<file path="src/rtl/spart_rx_fifo_if.sv">
// Bus-side signal bundle for the SPART receiver: baud tick, serial line, FIFO pop/clear controls and status.
// The slave modport is the receiver's view; the master modport is the SPART bus/board side.
interface spart_rx_fifo_if #(
  parameter int DATA_BITS = 8
);
  logic                 enable;
  logic                 rxd;
  logic                 rd;
  logic                 clr_err;
  logic                 parity_odd;
  logic [DATA_BITS-1:0] data;
  logic                 rda;
  logic                 frame_err;
  logic                 overrun;
  logic                 par_err;

  modport master (
    output enable, rxd, rd, clr_err, parity_odd,
    input  data, rda, frame_err, overrun, par_err
  );

  modport slave (
    input  enable, rxd, rd, clr_err, parity_odd,
    output data, rda, frame_err, overrun, par_err
  );
endinterface

</file>
<file path="src/rtl/spart_rx_fifo.sv">
// SPART receiver: oversampled serial deserialiser feeding a show-ahead receive FIFO with sticky error flags.
// Define SPART_RX_PARITY_EN to add a parity bit to the frame and enable par_err / parity_odd.
module spart_rx_fifo #(
  parameter int DATA_BITS  = 8,
  parameter int OVERSAMPLE = 16,
  parameter int FIFO_DEPTH = 4
) (
  input logic             clk,
  input logic             rst_n,
  spart_rx_fifo_if.slave  bus
);

  localparam int HALF   = OVERSAMPLE / 2;
  localparam int TICK_W = $clog2(OVERSAMPLE);
  localparam int BIT_W  = $clog2(DATA_BITS);
  localparam int PTR_W  = $clog2(FIFO_DEPTH);
  localparam int CNT_W  = PTR_W + 1;

  localparam logic [TICK_W-1:0] HALF_LAST = TICK_W'(HALF - 1);
  localparam logic [TICK_W-1:0] FULL_LAST = TICK_W'(OVERSAMPLE - 1);
  localparam logic [BIT_W-1:0]  LAST_BIT  = BIT_W'(DATA_BITS - 1);
  localparam logic [CNT_W-1:0]  DEPTH_CNT = CNT_W'(FIFO_DEPTH);

`ifdef SPART_RX_PARITY_EN
  typedef enum logic [2:0] {IDLE, START, DATA, PARITY, STOP, BREAK} state_t;
`else
  typedef enum logic [2:0] {IDLE, START, DATA, STOP, BREAK} state_t;
`endif

  state_t               state;
  logic                 rx_meta;
  logic                 rxs;
  logic [TICK_W-1:0]    tick_cnt;
  logic [BIT_W-1:0]     bit_cnt;
  logic [DATA_BITS-1:0] shift;
  logic                 push_req;
  logic                 frame_err_q;
  logic                 overrun_q;
`ifdef SPART_RX_PARITY_EN
  logic                 par_bad;
  logic                 par_err_q;
`else
  logic                 unused_parity_odd;
`endif

  logic [DATA_BITS-1:0] mem [FIFO_DEPTH];
  logic [PTR_W-1:0]     wr_ptr;
  logic [PTR_W-1:0]     rd_ptr;
  logic [CNT_W-1:0]     count;
  logic                 empty;
  logic                 full;
  logic                 rd_en;
  logic                 wr_en;
  logic                 overrun_set;

  // rxd is asynchronous to clk; idle-high reset keeps the FSM from seeing a phantom start bit
  always_ff @(posedge clk or negedge rst_n) begin
    if (!rst_n) begin
      rx_meta <= 1'b1;
      rxs     <= 1'b1;
    end else begin
      rx_meta <= bus.rxd;
      rxs     <= rx_meta;
    end
  end

  always_ff @(posedge clk or negedge rst_n) begin
    if (!rst_n) begin
      state       <= IDLE;
      tick_cnt    <= '0;
      bit_cnt     <= '0;
      shift       <= '0;
      push_req    <= 1'b0;
      frame_err_q <= 1'b0;
`ifdef SPART_RX_PARITY_EN
      par_bad     <= 1'b0;
      par_err_q   <= 1'b0;
`endif
    end else begin
      push_req <= 1'b0;
      if (bus.clr_err) begin
        frame_err_q <= 1'b0;
`ifdef SPART_RX_PARITY_EN
        par_err_q   <= 1'b0;
`endif
      end
      // Flag sets below are later assignments, so they override a same-cycle clear
      if (bus.enable) begin
        case (state)
          IDLE: begin
            if (!rxs) begin
              state    <= START;
              tick_cnt <= '0;
            end
          end
          START: begin
            if (tick_cnt == HALF_LAST) begin
              tick_cnt <= '0;
              bit_cnt  <= '0;
              state    <= rxs ? IDLE : DATA;
            end else begin
              tick_cnt <= tick_cnt + 1'b1;
            end
          end
          DATA: begin
            if (tick_cnt == FULL_LAST) begin
              tick_cnt <= '0;
              shift    <= {rxs, shift[DATA_BITS-1:1]};
              bit_cnt  <= bit_cnt + 1'b1;
              if (bit_cnt == LAST_BIT) begin
`ifdef SPART_RX_PARITY_EN
                state <= PARITY;
`else
                state <= STOP;
`endif
              end
            end else begin
              tick_cnt <= tick_cnt + 1'b1;
            end
          end
`ifdef SPART_RX_PARITY_EN
          PARITY: begin
            if (tick_cnt == FULL_LAST) begin
              tick_cnt <= '0;
              par_bad  <= rxs ^ (^shift) ^ bus.parity_odd;
              state    <= STOP;
            end else begin
              tick_cnt <= tick_cnt + 1'b1;
            end
          end
`endif
          STOP: begin
            if (tick_cnt == FULL_LAST) begin
              tick_cnt <= '0;
              if (!rxs) begin
                frame_err_q <= 1'b1;
                state       <= BREAK;
`ifdef SPART_RX_PARITY_EN
              end else if (par_bad) begin
                par_err_q <= 1'b1;
                state     <= IDLE;
`endif
              end else begin
                push_req <= 1'b1;
                state    <= IDLE;
              end
            end else begin
              tick_cnt <= tick_cnt + 1'b1;
            end
          end
          BREAK: begin
            if (rxs) begin
              state <= IDLE;
            end
          end
          default: state <= IDLE;
        endcase
      end
    end
  end

  assign empty       = (count == '0);
  assign full        = (count == DEPTH_CNT);
  assign rd_en       = bus.rd & ~empty;
  // When full, a simultaneous pop frees the slot the new word lands in
  assign wr_en       = push_req & (~full | rd_en);
  assign overrun_set = push_req & full & ~rd_en;

  always_ff @(posedge clk) begin
    if (wr_en) begin
      mem[wr_ptr] <= shift;
    end
  end

  always_ff @(posedge clk or negedge rst_n) begin
    if (!rst_n) begin
      wr_ptr    <= '0;
      rd_ptr    <= '0;
      count     <= '0;
      overrun_q <= 1'b0;
    end else begin
      if (wr_en) begin
        wr_ptr <= wr_ptr + 1'b1;
      end
      if (rd_en) begin
        rd_ptr <= rd_ptr + 1'b1;
      end
      case ({wr_en, rd_en})
        2'b10:   count <= count + 1'b1;
        2'b01:   count <= count - 1'b1;
        default: count <= count;
      endcase
      if (overrun_set) begin
        overrun_q <= 1'b1;
      end else if (bus.clr_err) begin
        overrun_q <= 1'b0;
      end
    end
  end

  assign bus.data      = empty ? '0 : mem[rd_ptr];
  assign bus.rda       = ~empty;
  assign bus.frame_err = frame_err_q;
  assign bus.overrun   = overrun_q;
`ifdef SPART_RX_PARITY_EN
  assign bus.par_err   = par_err_q;
`else
  assign bus.par_err   = 1'b0;
  assign unused_parity_odd = bus.parity_odd;
`endif

endmodule

</file>
<file path="src/flat_wrapper.sv">
// flat-port wrapper written by rule: the top's interface ports become plain ports
module spart_rx_fifo_flat 
#(
  parameter int DATA_BITS  = 8,
  parameter int OVERSAMPLE = 16,
  parameter int FIFO_DEPTH = 4
)
  (clk, rst_n, bus_enable, bus_rxd, bus_rd, bus_clr_err, bus_parity_odd, bus_data, bus_rda, bus_frame_err, bus_overrun, bus_par_err);
  spart_rx_fifo_if #(.DATA_BITS(DATA_BITS)) bus_i ();
  input logic clk;
  input logic rst_n;
  input wire logic [$bits(bus_i.enable)-1:0] bus_enable;
  input wire logic [$bits(bus_i.rxd)-1:0] bus_rxd;
  input wire logic [$bits(bus_i.rd)-1:0] bus_rd;
  input wire logic [$bits(bus_i.clr_err)-1:0] bus_clr_err;
  input wire logic [$bits(bus_i.parity_odd)-1:0] bus_parity_odd;
  output wire logic [$bits(bus_i.data)-1:0] bus_data;
  output wire logic [$bits(bus_i.rda)-1:0] bus_rda;
  output wire logic [$bits(bus_i.frame_err)-1:0] bus_frame_err;
  output wire logic [$bits(bus_i.overrun)-1:0] bus_overrun;
  output wire logic [$bits(bus_i.par_err)-1:0] bus_par_err;
  assign bus_i.enable = bus_enable;
  assign bus_i.rxd = bus_rxd;
  assign bus_i.rd = bus_rd;
  assign bus_i.clr_err = bus_clr_err;
  assign bus_i.parity_odd = bus_parity_odd;
  assign bus_data = bus_i.data;
  assign bus_rda = bus_i.rda;
  assign bus_frame_err = bus_i.frame_err;
  assign bus_overrun = bus_i.overrun;
  assign bus_par_err = bus_i.par_err;
  spart_rx_fifo #(.DATA_BITS(DATA_BITS), .OVERSAMPLE(OVERSAMPLE), .FIFO_DEPTH(FIFO_DEPTH)) u_core (.clk(clk), .rst_n(rst_n), .bus(bus_i));
endmodule
</file>
<file path="config.mk">
export PLATFORM = sky130hd
export DESIGN_NAME = spart_rx_fifo_flat
export DESIGN_NICKNAME = d
export VERILOG_FILES = /design/src/rtl/spart_rx_fifo_if.sv /design/src/rtl/spart_rx_fifo.sv /design/src/flat_wrapper.sv
export SDC_FILE = /design/constraint.sdc
export NUM_CORES = 1
export LEC_CHECK = 0
export CAP_MARGIN = 20
export CORE_UTILIZATION = 53
export CTS_CLUSTER_SIZE = 14
export DETAILED_ROUTE_END_ITERATION = 12
export DONT_BUFFER_PORTS = 1
export GPL_TIMING_DRIVEN = 0
export PLACE_DENSITY = 0.71
export SLEW_MARGIN = 20
export SYNTH_ARGS = -nofsm -noshare
export SYNTH_HDL_FRONTEND = slang
export SYNTH_SLANG_ARGS = --single-unit
</file>
<file path="constraint.sdc">
create_clock -name clk -period 2 [get_ports clk]
set_input_delay 0.1 -clock clk [delete_from_list [all_inputs] [get_ports clk]]
set_output_delay 0.1 -clock clk [all_outputs]
set_load 0.02 [all_outputs]
</file>
==> summary.md, run 1 <==
| Metric | Value |
|---|---|
| Reg2reg end | `u_core.count[1]` |
| Place WS | `-183 ps` |
| First-pass GRT wire length | `7.73 mm` |
| NumNets Final | `~240` |
| Multiplexer area fraction after synthesis | `a little over a tenth` |
| Grt ovf | `0` |
| Final core utilization | `65.8%` |
| Setup WS post-layout | `-62.5 ps` |
| Die Ht | `between 70 and 80 um` |
| Worst rel slew slack | `65.0%` |
| Clk root buf | `clkbuf_8` |
| Period utilization | `103%` |
| Core Box Area | `4880 sq um` |
| WP depth | `7` |
| Netlist Area Pre-Place | `2770 sq um` |
| Max Freq | `about 480 MHz` |
| Max-cap viol count | `0` |
| Detailed router's first-iteration violation count | `77` |
| Gr usage total | `approximately 20%` |
| Final setup TNS | `-62.5 ps` |
| Worst vdd ir | `0.640 mV` |
| Floorplan row count | `25` |
| Leak | `0.00133 uW` |
| Global placer's final weighted congestion | `0.814` |
| WL final | `4.77 mm` |
| CP top delay family | `compound AO/OA/AOI/OAI gates` |
| CP startpoint | `u_core.count[2]` |
| R2R depth | `7` |
| Tmin final | `2060 ps` |
| IO Port Bufs | `0` |
| Layout area overhead | `15.9%` |
| Largest net degree at the start of global routing | `31` |
| Bufs and invs on worst path | `1` |
| Worst-margin pin slew | `between 500 and 600 ps` |
| Flop2flop setup slack | `-60 ps` |
| Post-Synthesis Cells | `200` |
| Worst path required time | `2250 ps` |
| Post-synthesis adder-cell area fraction | `slightly below 4%` |
| Critical-path top delay cell | `fa_1` |
| Crit-path max cell delay | `450 ps` |
| Vias per inst | `5.72` |
| Diodes inserted | `0` |
| Residual DRC | `0` |
| Vias in the first global route | `between 1500 and 2000` |
| FF+latch count, synth | `62` |
| WP data arrival | `2310 ps` |
| Power density cells | `around 1300 nW/um^2` |
| Cell variety after synth | `48` |
| Clock skew | `5.87 ps` |
| Synth Area in Compound Gates | `7.18%` |
| Mean post-synth cell area | `13.9 sq um` |
| Slew Limit Fails | `0` |
| Critical-path cell list | `or3_4, clkbuf_16, nand2_4, fa_1, a211oi_2, o21ai_1, a22oi_1` |
| Failing checks | `negative setup slack` |
| Drt wl/cell | `16.2 um` |
| Via Count | `approximately 1700` |
| Latest clock arrival within the worst-skew pair | `330 ps` |
| Synth async-reset ratio | `48.4%` |
| IO Count | `19` |
| RR Startpoint | `u_core.count[2]` |
| DRT Pass-1 Iters | `4` |
| Syn nets | `215` |
| Hold Path Stages | `2` |
| Clock slew at reported path FFs | `70 ps` |
| Crit Path Class | `flop to flop` |
| Number of warning messages in the yosys log | `0` |
| Clock Tree Buf Depth | `2` |
| Post-DRT Antenna Nets | `0` |
| Htree depth | `3` |
| Seq/Total Area, Yosys | `61.9%` |
| Total CTS buffers | `9` |
| Worst setup SP type | `flop` |
| Synth Area in XOR/XNOR | `1.58%` |
| CTS tree | `built` |
| Main combinational cell family by area after synthesis | `simple AND/OR/NAND/NOR gates` |
| Ys flop type | `edfxtp_1` |
| Post-Synth Simple-Gate Area | `~12%` |
| CTS sink cnt | `62` |
| Worst Setup EP | `u_core.count[1]` |
| Crit-path max FO | `6` |
| Placed cell area | `2860 sq um` |
| Die Span X | `74.3 um` |
| Final Setup Violations | `1` |
| Crit. End Element | `flop` |
| Filler instances | `349` |
| HP Class | `input pin to flop` |
| Final Hold Violating Endpoints | `0` |
| Die area | `5520 sq um` |
| Final Cell Area | `3210 sq um` |
| RSZ-0062 raised after global routing | `yes` |
| Initial antenna violation count | `0` |
| Initial Utilization | `56.8%` |
| Outcome | `finished with violations` |
| Post-synth EDFFs | `32` |
| Share of cells above drive strength 1 | `21.6%` |
| DP HPWL | `3.03 mm` |
-- flip-flops by register name, indices dropped and copies added (netlist names) --
| name | flops |
|---|---|
| u_core.bit_cnt | 3 |
| u_core.bus.frame_err | 1 |
| u_core.bus.overrun | 1 |
| u_core.count | 3 |
| u_core.mem | 32 |
| u_core.push_req | 1 |
| u_core.rd_ptr | 2 |
| u_core.rx_meta | 1 |
| u_core.rxs | 1 |
| u_core.shift | 8 |
| u_core.state | 3 |
| u_core.tick_cnt | 4 |
| u_core.wr_ptr | 2 |
-- cell usage after synthesis (all sizes together) (2+ instances only) --
library cell / n / area, sq um
edfxtp: 32 / 961
dfrtp: 28 / 701
and2: 13 / 81.3
nor2: 12 / 45.0
nand2: 10 / 40.0
mux2: 9 / 101
a21oi: 8 / 40.0
mux4: 8 / 180
ha: 7 / 87.6
inv: 6 / 22.5
o21ai: 6 / 30.0
clkbuf: 5 / 20.0
nand3: 5 / 25.0
buf: 4 / 22.5
o22ai: 4 / 25.0
nand2b: 3 / 18.8
nand3b: 3 / 22.5
nor2b: 3 / 18.8
xnor2: 3 / 26.3
a22o: 2 / 17.5
a31oi: 2 / 12.5
dfstp: 2 / 52.6
mux2i: 2 / 20.0
nor3: 2 / 21.3
xor2: 2 / 17.5
-- through the flow --
step           cells  hold WS [ps]  total power (uW)
2_1_floorplan    200          -196              2690
3_3_place_gp     267          -195              2830
3_5_place_dp     267          -194              2900
4_1_cts          294          54.6              4230
5_1_grt          294          66.4              4470
6_report         294          70.3              4230
-- per-layer routing --
metal  routed length (um)  track usage (%)  part of all wire [%]
met2                 2510             34.1                    53
met4                   78             10.7                   1.6
met1                 2010             23.8                    42
met3                  167             4.07                   3.5
met5                    0                0                     0
-- worst reg2reg max path: cells and delay by family, from the launching register on --
| family | cells | cell delay, ps |
|---|---|---|
| AND/OR/NAND/NOR | 2 | 470 |
| adder cells (fa/ha/maj) | 1 | 450 |
| AO/OA/AOI/OAI | 3 | 500 |
| buffers and inverters | 1 | 180 |
| flip-flops | 1 | 390 |
-- worst min-delay path by stage --
stage                       from            endpoint  slack (ps)
after floorplan            rst_n   u_core.bit_cnt[0]        -200
after global placement     rst_n    u_core.rd_ptr[1]        -190
after detailed placement   rst_n     u_core.shift[1]        -190
after CTS                 bus_rd  u_core.bus.overrun          50
after global routing      bus_rd  u_core.bus.overrun          70
final                     bus_rd  u_core.bus.overrun          70
-- repair_timing --
| item | CTS | global route |
|---|---|---|
| setup buffers | 4 | 0 |
| endpoints found under the setup margin | 1 | 1 |
| gates resized for setup | 7 | 0 |
| pin swaps | 4 | 2 |
| hold endpoints to repair | 38 | 0 |
| cloned | 1 | 0 |
| hold buffers | 6 | 0 |
-- placed cells by master (no fill, tap or decap), types with 2 or more instances in the layout --
cell,n
nand2_1,8
nor2b_1,3
buf_2,3
clkinv_1,3
dlygate4sd3_1,5
mux2_2,9
a31oi_1,2
a21oi_1,8
o21ai_0,5
nand3b_1,3
ha_1,7
clkbuf_1,4
and2_1,13
xor2_1,2
nor2_1,12
mux4_2,8
inv_1,6
dfstp_2,2
mux2i_1,2
nand2b_1,3
edfxtp_1,32
clkbuf_8,10
nand3_1,5
xnor2_1,3
a22o_1,2
dfrtp_1,28
bufinv_16,2
o22ai_1,4
buf_4,5
-- logic make-up after synthesis --
logic type	count (synthesis)
mux	19
compound gates	31
fa+ha+maj	8
other cells	1
xor+xnor	5
simple gates	59
flops	62
buf+inv	15
-- report_power, final --
group          switching, uW  internal (uW)  total [uW]
Clock                    447            687        1130
Sequential              97.6           1460        1560
Combinational            844            691        1540
Total                   1390           2840        4230
-- area by class of cell --
type	instances	area, sq um	share of cell area (%)
Buffer	9	63.8	1.99
Tap cell	67	83.8	2.61
Sequential cell	62	1710	53.4
Clock buffer	10	128	3.98
Timing Repair Buffer	11	114	3.55
Inverter	6	22.5	0.701
Clock inverter	6	76.3	2.38
Multi-Input combinational cell	123	1010	31.4
No activity file was read; power rests on OpenSTA's default activity.
==> inputs of run 2 (changes only) <==
ABC_AREA = 1   (was default)
==> summary.md, run 2 <==
| Metric | Value |
|---|---|
| Outcome | `complete, no violations` |
| Post-Synth Simple-Gate Area | `a little under a fifth` |
| Period utilization | `91.2%` |
| Post-synth top area share | `between 30% and 40%` |
| WL final | `4.86 mm` |
| Tmin final | `1820 ps` |
| Max Freq | `about 550 MHz` |
| Seq/Total Area, Yosys | `62.1%` |
| Layout area overhead | `14.6%` |
| Bufs and invs on worst path | `2` |
| Synth Area in Compound Gates | `7.84%` |
| Clock skew | `8.08 ps` |
| Synth cell count leaders | `nand2_1 (45), nor2_1 (45), edfxtp_1 (32), inv_1 (29), dfrtp_1 (28)` |
| Die area | `approximately 5500 sq um` |
| Final core utilization | `64.8%` |
| Hold_ws | `42.3 ps` |
| Post-DRT Antenna Nets | `0` |
| DP HPWL | `3.16 mm` |
| Reg2reg end | `u_core.mem[2][3]` |
| Critical-path top delay cell | `dfrtp_1` |
| Crit Path Class | `flop to output pin` |
| RSZ-0062 raised after global routing | `no` |
| CTS tree | `built` |
| Post-synth EDFFs | `32` |
| Total power | `4040 uW` |
| Residual DRC | `0` |
| Netlist Area Pre-Place | `approximately 2800 sq um` |
| Syn nets | `291` |
| Post-synthesis adder-cell area fraction | `3.90%` |
| Crit-path max FO | `10` |
| Main combinational cell family by area after synthesis | `simple AND/OR/NAND/NOR gates` |
| Crit. End Element | `output pin` |
| Final Hold Violating Endpoints | `0` |
| Drt wl/cell | `13.3 um` |
| Diodes inserted | `0` |
| Post-CTS Setup Inserts | `0` |
| Dpl cells | `343` |
| Critical-path cell list | `buf_2, buf_2, nor2_1, nor2_1, o21ai_0, a21oi_2` |
| Total CTS buffers | `9` |
| WP depth | `6` |
| Worst path required time | `around 1900 ps` |
| Worst setup SP type | `flop` |
| Max-cap viol count | `0` |
| Final Setup Violations | `0` |
| Vias per inst | `5.11` |
| Post-synth top area cell | `edfxtp_1` |
| CTS sink cnt | `between 60 and 70` |
| Grt ovf | `0` |
| Core Box Area | `around 5000 sq um` |
| Die Ht | `74.2 um` |
| Share of cells above drive strength 1 | `14.8%` |
| Largest net degree at the start of global routing | `31` |
| Worst rel slew slack | `46.7%` |
| Post-Synthesis Cells | `between 200 and 300` |
| R2R depth | `5` |
| DRT Pass-1 Iters | `4` |
| Max reg flops | `32` |
| Global placer's final weighted congestion | `0.857` |
| Clock Tree Buf Depth | `2` |
| NumNets Final | `308` |
| IO Count | `19` |
| Latest clock arrival within the worst-skew pair | `330 ps` |
| Vias in the first global route | `between 1500 and 2000` |
| Initial Utilization | `56.6%` |
| Flop2flop setup slack | `between 150 and 200 ps` |
| Synth async-reset ratio | `between 40% and 50%` |
| Htree depth | `3` |
| Number of warning messages in the yosys log | `0` |
| Top cells by area, synth | `edfxtp_1 (35%), dfrtp_1 (25%), nand2_1 (6.1%)` |
| Gr usage total | `20.7%` |
| Reg with most FFs | `u_core.mem` |
| Slew Limit Fails | `0` |
| RR Startpoint | `u_core.count[2]` |
| Clk root buf | `clkbuf_8` |
| Floorplan row count | `25` |
| Finished Layout Cells | `~370` |
| Initial antenna violation count | `0` |
| CP startpoint | `u_core.rd_ptr[0]` |
| WP data arrival | `1720 ps` |
| Power density cells | `1280 nW/um^2` |
| Worst-margin pin slew | `around 800 ps` |
| Ys flop type | `edfxtp_1` |
| Final setup TNS | `0 ps` |
| Detailed router's first-iteration violation count | `171` |
| Crit-path max cell delay | `roughly 310 ps` |
| Leak | `~0.0013 uW` |
| Commonest non-fill, non-tap cells in the layout | `nor2_1 (45), nand2_1 (45), edfxtp_1 (32)` |
| CP top delay family | `buffers and inverters` |
| Worst vdd ir | `approximately 0.63 mV` |
| Cell variety after synth | `29` |
| IO Port Bufs | `0` |
| Via Count | `1865` |
| Multiplexer area fraction after synthesis | `0%` |
| Worst Setup EP | `bus_data[5]` |
| HP Class | `input pin to flop` |
| Top flop regs | `u_core.mem x32, u_core.shift x8, u_core.tick_cnt x4` |
| First-pass GRT wire length | `a little over 8 mm` |
| FF+latch count, synth | `62` |
| Die Span X | `74.2 um` |
| Synth Area in XOR/XNOR | `about 1.3%` |
| Clock slew at reported path FFs | `~60 ps` |
| Mean post-synth cell area | `~10 sq um` |
run 2: changes by cell type after synthesis, sizes merged, moves of 4 or more:
cell / before / now
a21oi: 8 / 12
nor2: 12 / 51
inv: 6 / 31
and2: 13 / 0
o21ai: 6 / 27
clkbuf: 5 / 1
mux2: 9 / 0
nand3: 5 / 15
nand2: 10 / 50
mux4: 8 / 0
run 2: area by class of cell:
cell class / instances / area (sq um)
multi-input cells: 177 / 922
well taps: 67 / 83.8
inverters: 31 / 116
clock buffers: 12 / 145
clock inverters: 4 / 71.3
plain buffers: 6 / 38.8
flip-flops and latches: 62 / 1710
repair buffers: 6 / 70.1
fillers: 414 / 1720
run 2: worst min path at each step:
stage	start	end	slack, ps	cells past startpoint
global route	bus_enable	u_core.state[2]	60	4
finish	bus_enable	u_core.state[0]	40	4
floorplan	rst_n	u_core.bit_cnt[0]	-200	0
CTS	bus_enable	u_core.state[0]	30	4
global placement	rst_n	u_core.tick_cnt[0]	-190	0
detailed placement	rst_n	u_core.tick_cnt[0]	-190	0
run 2: timing repair:
action                                 CTS  global route
setup endpoints to repair                8             0
hold buffers                             6             0
resized for setup                        9             0
endpoints found under the hold margin   35             0
run 2: tightest hold or removal path: stages:
cell and delay, ps:
nand2_1 60, nor2_2 60, nand3_1 70, nand2_1 50
run 2: logic make-up (layout without fill, tap and decap cells):
family                   Yosys count  count (layout)
AND/OR/NAND/NOR                  122             122
flip-flops                        62              62
AO/OA/AOI/OAI                     42              42
buffers and inverters             37              59
adder cells (fa/ha/maj)            8               8
XOR/XNOR                           4               4
other                              1               1
run 2: metrics by stage:
step	worst slack (ps)	instance area, sq um
final	175	3160
after global placement	211	2840
after floorplan	493	2760
after CTS	142	3160
after detailed placement	187	2840
after global routing	35.8	3160
run 2: power breakdown:
part	internal [uW]	switching [uW]	total (uW)
registers	1440	101	1540
clock network	732	450	1180
logic	393	928	1320
run 2: metal layers:
metal,vias up,global-route usage (%),part of all wire [%]
met1,880,25.4,45
met4,0,12.4,1.3
met3,5,4.88,4.1
met2,37,33.5,50
li1,943,-,-
met5,-,0,0
